### src/rtl/uart_pkg.sv
// Shared encodings and helpers for the UART receive/transmit blocks.
// State encodings, parity modes and a constant clog2 for counter sizing.
package uart_pkg;

  localparam logic [2:0] S_IDLE   = 3'd0;
  localparam logic [2:0] S_START  = 3'd1;
  localparam logic [2:0] S_DATA   = 3'd2;
  localparam logic [2:0] S_PARITY = 3'd3;
  localparam logic [2:0] S_STOP   = 3'd4;

  typedef enum logic [2:0] {
    ST_IDLE   = S_IDLE,
    ST_START  = S_START,
    ST_DATA   = S_DATA,
    ST_PARITY = S_PARITY,
    ST_STOP   = S_STOP
  } state_t;

  localparam logic [1:0] PAR_NONE = 2'd0;
  localparam logic [1:0] PAR_EVEN = 2'd1;
  localparam logic [1:0] PAR_ODD  = 2'd2;

  function automatic int unsigned clog2(input int unsigned v);
    int unsigned r;
    r = 0;
    while ((64'd1 << r) < 64'(v)) r = r + 1;
    return r;
  endfunction

endpackage

### src/rtl/uart_sync2.sv
// Two-flop synchroniser for an asynchronous level; latency 2 clk, no backpressure.
// Reset value is a parameter so idle-high and idle-low lines can share it.
module uart_sync2 #(
  parameter logic RST_VAL = 1'b1
) (
  input  logic clk,
  input  logic reset,
  input  logic d_i,
  output logic q_o
);

  logic [1:0] ff_q;

  always_ff @(posedge clk or posedge reset) begin
    if (reset) ff_q <= {2{RST_VAL}};
    else       ff_q <= {ff_q[0], d_i};
  end

  assign q_o = ff_q[1];

endmodule

### src/rtl/uart_rx_ext.sv
// Oversampling UART receiver (DBIT data, optional parity, SB_TICK stop); rx_done 1 clk after last stop tick, no backpressure.
// UART_RX_MAJORITY_EN selects 2-of-3 majority sampling instead of a single centre sample.
module uart_rx_ext
  import uart_pkg::*;
#(
  parameter int DBIT    = 8,
  parameter int OVS     = 16,
  parameter int SB_TICK = 16
) (
  input  logic            clk,
  input  logic            reset,
  input  logic            rx,
  input  logic            s_tick,
  input  logic [1:0]      par_mode,
  output logic            rx_done,
  output logic [DBIT-1:0] dout,
  output logic            par_err,
  output logic            frm_err
);

  // s must reach SB_TICK-1 in the stop phase, which may exceed OVS-1.
  localparam int SW = clog2(SB_TICK);
  localparam int NW = clog2(DBIT);
  localparam logic [SW-1:0] S_HALF = SW'(OVS / 2 - 1);
  localparam logic [SW-1:0] S_SAMP = SW'(OVS - 1);
  localparam logic [SW-1:0] S_END  = SW'(SB_TICK - 1);
  localparam logic [NW-1:0] N_LAST = NW'(DBIT - 1);

  logic rx_s;
  logic samp;

  uart_sync2 #(.RST_VAL(1'b1)) u_sync (
    .clk   (clk),
    .reset (reset),
    .d_i   (rx),
    .q_o   (rx_s)
  );

`ifdef UART_RX_MAJORITY_EN
  logic [2:0] maj_q, maj_d;

  assign maj_d = s_tick ? {maj_q[1:0], rx_s} : maj_q;
  assign samp  = (maj_d[0] & maj_d[1]) | (maj_d[0] & maj_d[2]) | (maj_d[1] & maj_d[2]);

  always_ff @(posedge clk or posedge reset) begin
    if (reset) maj_q <= 3'b111;
    else       maj_q <= maj_d;
  end
`else
  assign samp = rx_s;
`endif

  state_t          state_q, state_d;
  logic [SW-1:0]   s_q, s_d;
  logic [NW-1:0]   n_q, n_d;
  logic [DBIT-1:0] b_q, b_d;
  logic [1:0]      mode_q, mode_d;
  logic            perr_q, perr_d;
  logic            stop_q, stop_d;
  logic            armed_q, armed_d;
  logic            done_q, done_d;
  logic [DBIT-1:0] dout_q, dout_d;
  logic            par_err_q, par_err_d;
  logic            frm_err_q, frm_err_d;

  always_ff @(posedge clk or posedge reset) begin
    if (reset) begin
      state_q   <= ST_IDLE;
      s_q       <= '0;
      n_q       <= '0;
      b_q       <= '0;
      mode_q    <= PAR_NONE;
      perr_q    <= 1'b0;
      stop_q    <= 1'b1;
      armed_q   <= 1'b1;
      done_q    <= 1'b0;
      dout_q    <= '0;
      par_err_q <= 1'b0;
      frm_err_q <= 1'b0;
    end else begin
      state_q   <= state_d;
      s_q       <= s_d;
      n_q       <= n_d;
      b_q       <= b_d;
      mode_q    <= mode_d;
      perr_q    <= perr_d;
      stop_q    <= stop_d;
      armed_q   <= armed_d;
      done_q    <= done_d;
      dout_q    <= dout_d;
      par_err_q <= par_err_d;
      frm_err_q <= frm_err_d;
    end
  end

  always_comb begin
    logic stop_now;
    state_d   = state_q;
    s_d       = s_q;
    n_d       = n_q;
    b_d       = b_q;
    mode_d    = mode_q;
    perr_d    = perr_q;
    stop_d    = stop_q;
    armed_d   = armed_q;
    done_d    = 1'b0;
    dout_d    = dout_q;
    par_err_d = par_err_q;
    frm_err_d = frm_err_q;
    stop_now  = stop_q;

    // A held-low line must go high again before a new start is accepted.
    if (state_q == ST_IDLE || state_q == ST_STOP) armed_d = armed_q | rx_s;

    case (state_q)
      ST_IDLE: begin
        if (!rx_s && armed_q) begin
          state_d = ST_START;
          s_d     = '0;
          mode_d  = par_mode;
          perr_d  = 1'b0;
          armed_d = 1'b0;
        end
      end
      ST_START: begin
        if (s_tick) begin
          if (s_q == S_HALF) begin
            s_d = '0;
            n_d = '0;
            state_d = samp ? ST_IDLE : ST_DATA;
          end else begin
            s_d = s_q + SW'(1);
          end
        end
      end
      ST_DATA: begin
        if (s_tick) begin
          if (s_q == S_SAMP) begin
            b_d = {samp, b_q[DBIT-1:1]};
            s_d = '0;
            if (n_q == N_LAST) begin
              state_d = (mode_q == PAR_EVEN || mode_q == PAR_ODD) ? ST_PARITY : ST_STOP;
            end else begin
              n_d = n_q + NW'(1);
            end
          end else begin
            s_d = s_q + SW'(1);
          end
        end
      end
      ST_PARITY: begin
        if (s_tick) begin
          if (s_q == S_SAMP) begin
            perr_d  = samp ^ (^b_q) ^ (mode_q == PAR_ODD);
            s_d     = '0;
            state_d = ST_STOP;
          end else begin
            s_d = s_q + SW'(1);
          end
        end
      end
      ST_STOP: begin
        if (s_tick) begin
          if (s_q == S_SAMP) begin
            stop_now = samp;
            stop_d   = samp;
          end
          if (s_q == S_END) begin
            state_d   = ST_IDLE;
            done_d    = 1'b1;
            dout_d    = b_q;
            par_err_d = perr_q;
            frm_err_d = ~stop_now;
          end else begin
            s_d = s_q + SW'(1);
          end
        end
      end
      default: state_d = ST_IDLE;
    endcase
  end

  assign rx_done = done_q;
  assign dout    = dout_q;
  assign par_err = par_err_q;
  assign frm_err = frm_err_q;

endmodule

### config.mk
export PLATFORM = sky130hd
export DESIGN_NAME = uart_rx_ext
export DESIGN_NICKNAME = d
export VERILOG_FILES = /design/src/rtl/uart_pkg.sv /design/src/rtl/uart_sync2.sv /design/src/rtl/uart_rx_ext.sv
export SDC_FILE = /design/constraint.sdc
export NUM_CORES = 1
export LEC_CHECK = 0
export CORE_ASPECT_RATIO = 1.75
export CORE_MARGIN = 2
export CORE_UTILIZATION = 54
export CTS_CLUSTER_DIAMETER = 50
export DETAILED_ROUTE_END_ITERATION = 12
export HOLD_SLACK_MARGIN = 0.1
export PLACE_DENSITY_LB_ADDON = 0.25
export SYNTH_ARGS = -nofsm -noshare
export SYNTH_HDL_FRONTEND = slang
export SYNTH_SLANG_ARGS = --single-unit
### constraint.sdc
create_clock -name clk -period 3.7 [get_ports clk]
set_input_delay 1.11 -clock clk [delete_from_list [all_inputs] [get_ports clk]]
set_output_delay 1.11 -clock clk [all_outputs]
set_load 0.01 [all_outputs]
### After elaboration in Yosys (flattened, before gate mapping)

Cells that the tools add are included.

* register bits after elaboration: 36
* input port bits: 6
* word-level logic and storage cells: 99
* output and inout port bits: 11

* equality and inequality tests: 22
* mux-type cells: 40
* $add $sub $neg: 2
* bitwise logic cells: 4
* reduce and logical (&&, ||, !) cells: 18

Operators by type and width (number)
* 3-bit two-way mux: 16
* 4-bit two-way mux: 7
* 2-bit inequality test (second input constant): 10
* 4-bit case mux with 4 select lines: 1
* 3-bit case mux with 5 select lines: 1
* 1-bit two-way mux: 12
* 6-bit AND reduction: 2
* 10-bit AND reduction: 1
* 8-bit XOR reduction: 1
* 3-bit by 2-bit == test with 1-bit output (second input constant): 2
* 3-bit == test (second input constant): 2
* 2-bit by 1-bit inequality test with 1-bit output (second input constant): 3
* 3-bit case mux with 2 select lines: 1
* 3-bit AND reduction: 2
* 4-bit by 1-bit adder with 4-bit output (second input constant): 1
* 4-bit by 3-bit == test with 1-bit output (second input constant): 1
* 4-bit == test (second input constant): 1
* 2-bit AND reduction: 2
* 4-bit AND reduction: 1
* 2-bit nonzero test: 2
* 4-bit nonzero test: 1
* 3-bit by 1-bit adder with 3-bit output (second input constant): 1
* 3-bit by 1-bit == test with 1-bit output (second input constant): 1
* 3-bit logical NOT: 1
* 11 further kinds: 13

### Depth between registers and ports, before layout

* word-level depth: 7
* mapped depth: 6
* mapped depth without buffers: 6

### Hierarchy

Synthesis repeated with hierarchy kept, for this count alone.

* cell total of the unflattened synthesis: 137
* area total of the unflattened synthesis: 1814.2 um2

Modules (own cells, without submodules)
* uart_rx_ext: seq. area each 827.0 um2, instances 1, area each 1757.9 um2, cells each 134
* uart_sync2: seq. area each 52.6 um2, instances 1, area each 56.3 um2, cells each 3

### Least setup slack after synthesis

Ideal clock, no wire load.

* path type: input to register
* start: input port s_tick
* end: register dout_q[1], in the netlist dout[1]
* setup slack: 1.569 ns
* data arrival time: 2.006 ns
* buffers on the path: 1
* cell stages on the path: 4
* cells stage by stage: nand4_1 nor2_2 buf_4 mux2_2

* cells in the longest elaborated chain, start to end: 1

RTL lines
* start, declared: RTL line uart_rx_ext.sv:13 `input logic s_tick,`
* 3-bit AND reduction (no source line)
* end signal, assigned: RTL line uart_rx_ext.sv:90 `dout_q <= dout_d;`
* end, declared: RTL line uart_rx_ext.sv:62 `logic [DBIT-1:0] dout_q, dout_d;`

No other way between the ends.
A chain may end at the register's enable or synchronous reset.

### Worst setup path in the final report

* start: input port s_tick
* end: register dout_q[7], in the netlist dout[7]

The elaborated chain is that of the path after synthesis.

==> impl_metrics.csv <==
group,metric,value,unit
timing,rsz0062_at_grt,"no",
finish,final_common_cell,"dfrtp_1",
clock_tree,numClockSinks,35,
place,dp_hpwl,2.249,mm
worst_setup_path,startpoint,"s_tick",
floorplanning,die_x,46.72,µm
logic_synthesis,synth_compound_area_frac,0.1001,
route,ant_nets,0,
pwr,power,1.143,mW
logic_synthesis,syn_area,1724,µm²
worst_setup_path,end_kind,"flip-flop",
clock_tree,cts_tree,"yes",
logic_synthesis,synthAdderAreaFrac,0.02903,
logic_synthesis,ys_warn_count,0,
global_routing,grt_overflow,0,
finish,drive_above_1_share,0.2453,
logic_synthesis,synth_top_family_by_area,"multiplexers",
place,place_ws,676.0,ps
worst_setup_path,r2r_cells,4,
logic_synthesis,muxShareOfSynthArea,0.1589,
finish,mostFrequentLayoutCells,"dfrtp_1, clkdlybuf4s50_1, mux2_2",
logic_synthesis,synthArstFlopShare,1.000,
place,gp_congestion,0.8800,
logic_synthesis,synthSimpleGateAreaFrac,0.1183,
floorplanning,start_util,0.5548,
timing,finalMaxSlewViolations,0,
route,drt-total-wl,3.066,mm
logic_synthesis,postSynthAreaPerCell,12.32,µm²
pwr,pwr_density_cell,571.5,nW/µm²
worst_setup_path,timing_worst_setup_path_type,"in -> reg",
worst_setup_path,crit_end,"dout[7]",
global_routing,antenna_found_initial,0,
timing,final.setup.tns,0,ps
logic_synthesis,synth-seq-cells,35,
hold_path,hold_path.class,"reg -> reg",
worst_setup_path,cpPeakStageDelay,570,ps
global_routing,grt_usage,0.1928,
status,outcome,"finished clean",
route,vias,1142,
finish,insertedDiodeCount,0,
route,drt-wirelength-per-cell,15.18,µm
finish,final_nets,168,
logic_synthesis,synth_top_area_share,0.4644,
clock_tree,cts_root_buffer,"clkbuf_8",
worst_setup_path,crit_chain,"clkdlybuf4s50_1 > nand4_1 > nor2_2 > mux2_2",
timing,relSlewSlack,0.6339,
logic_synthesis,synth_edf_count,0,
timing,fmax,0.3652,GHz
finish,finalNonFillerCells,202,
floorplanning,design.core.area,3108,µm²
timing,finalHoldViolCount,0,
worst_setup_path,rr_startpoint,"s_q[0]",
timing,skew,5.511,ps
route,drt-pass1-iter-count,4,
run,drv_cap,0,
logic_synthesis,ys_seq_area_frac,0.5102,
clock_tree,post-cts-setup-buffers,0,
clock_tree,h-tree-depth,2,
logic_synthesis,synthCells,140,
timing,finalCriticalPeriod,2738,ps
finish,area.growth.synth_to_final,15.97,%
global_routing,grt_pass1_wl,5.140,mm
floorplanning,die_h,78.75,µm
clock_tree,cts_made_buffers,5,
timing,setup_slack,961.6,ps
worst_setup_path,slowest_stage,"clkdlybuf4s50_1",
logic_synthesis,yosys_most_used_dff,"dfrtp_1",
logic_synthesis,yosys.area.top_type,"dfrtp_1",
logic_synthesis,synth_nets,150,
timing,tightestPinTransition,548.5,ps
worst_setup_path,cp.arrival,2910,ps
floorplanning,io_pins,17,
timing,min_period_over_period,0.7401,
logic_synthesis,synthXorXnorAreaFrac,0.04862,
worst_setup_path,path_max_fanout,11,
global_routing,grt_max_degree,36,
floorplanning,die_area,3679,µm²
worst_setup_path,rrSetupSlack,1680,ps
clock_tree,cts_resized,0,
worst_setup_path,crit_path_start_kind,"input pin",
logic_synthesis,synthTopCellsByArea,"dfrtp_1, mux2_2, dfstp_2",
pwr,ir_drop,0.3341,mV
pwr,p_leak,0.9265,nW
route,drt-initial-drc-count,31,
global_routing,first_global_vias,1174,
route,drc_errors,0,
clock_tree,hold_buffers,0,
worst_setup_path,reg2reg_to,"dout[7]",
clock_tree,clk_latency,290,ps
timing,setup_violations,0,
route,vias_per_cell,5.653,
place,placed_cells_incl_taps,194,
logic_synthesis,synth_cell_types,44,
clock_tree,clk_path_buf_depth,2,
clock_tree,path_clk_slew,70,ps
worst_setup_path,required,3870,ps
timing,hold_slack,355.5,ps
floorplanning,rows,27,
place,io_buffers,16,
worst max-delay path, delay by kind of cell:
family	cells	cell delay [ps]
AND/OR/NAND/NOR	2	830
buffers and inverters	1	570
multiplexers	1	400
registers in the layout, indices dropped and copies added (netlist names):
signal,cells
armed_q,1
b_q,8
dout,8
frm_err,1
mode_q,2
n_q,3
par_err,1
perr_q,1
rx_done,1
s_q,4
state_q,3
u_sync.ff_q,2
routing by layer:
metal  global-route usage  vias to the layer above  part of all wire
li1                     -                      535                 -
met1               0.2047                      576              0.38
met2               0.3431                       25              0.57
met3              0.04773                        6             0.031
met4              0.07778                        0             0.017
met5                    0                        -                 0
worst min path at each step:
stage	end	slack, ps	depth (start not counted)	startpoint
floorplan	u_sync.ff_q[1]	350	0	u_sync.ff_q[0]
global placement	u_sync.ff_q[1]	350	0	u_sync.ff_q[0]
detailed placement	u_sync.ff_q[1]	350	0	u_sync.ff_q[0]
CTS	u_sync.ff_q[1]	360	0	u_sync.ff_q[0]
global route	u_sync.ff_q[1]	350	0	u_sync.ff_q[0]
finish	u_sync.ff_q[1]	360	0	u_sync.ff_q[0]
per-stage QoR:
stage / util / cell area [µm²]
finish: 0.6433 / 1999
global route: 0.6433 / 1999
global placement: 0.6139 / 1908
CTS: 0.6433 / 1999
floorplan: - / 1724
detailed placement: 0.6139 / 1908
report_power, final:
group / switching (mW) / internal [mW] / total (mW)
clock network: 0.132 / 0.150 / 0.282
registers: 0.0861 / 0.450 / 0.536
logic: 0.160 / 0.165 / 0.324
cell usage after synthesis, types with 2 or more instances:
library cell and instances:
o21ai_0 3, a21oi_1 2, a22o_1 2, o21ai_1 2
nand2_1 8, and2_1 2, mux2_1 4, a31oi_1 4
mux2_4 2, dfrtp_1 32, nand3_1 5, inv_1 6
xnor2_1 6, nor2_1 7, dfstp_2 3, mux2i_1 3
buf_2 3, ha_1 4, or3_1 2, mux2_2 15
or3_4 2
layout make-up:
cell class	count	area, µm²
flip-flops and latches	35	879.6
fillers	246	1109
clock buffers	7	86.33
inverters	6	22.52
multi-input cells	93	784.5
repair buffers	17	167.7
clock inverters	1	5.005
well taps	43	53.80
cell families (layout without fill, tap and decap cells):
group / Yosys count / after routing
simple gates: 35 / 35
compound gates: 22 / 22
buf+inv: 12 / 31
mux: 24 / 24
fa+ha+maj: 4 / 4
xor+xnor: 8 / 8
flops: 35 / 35
Power figures use the tool's default switching activity.
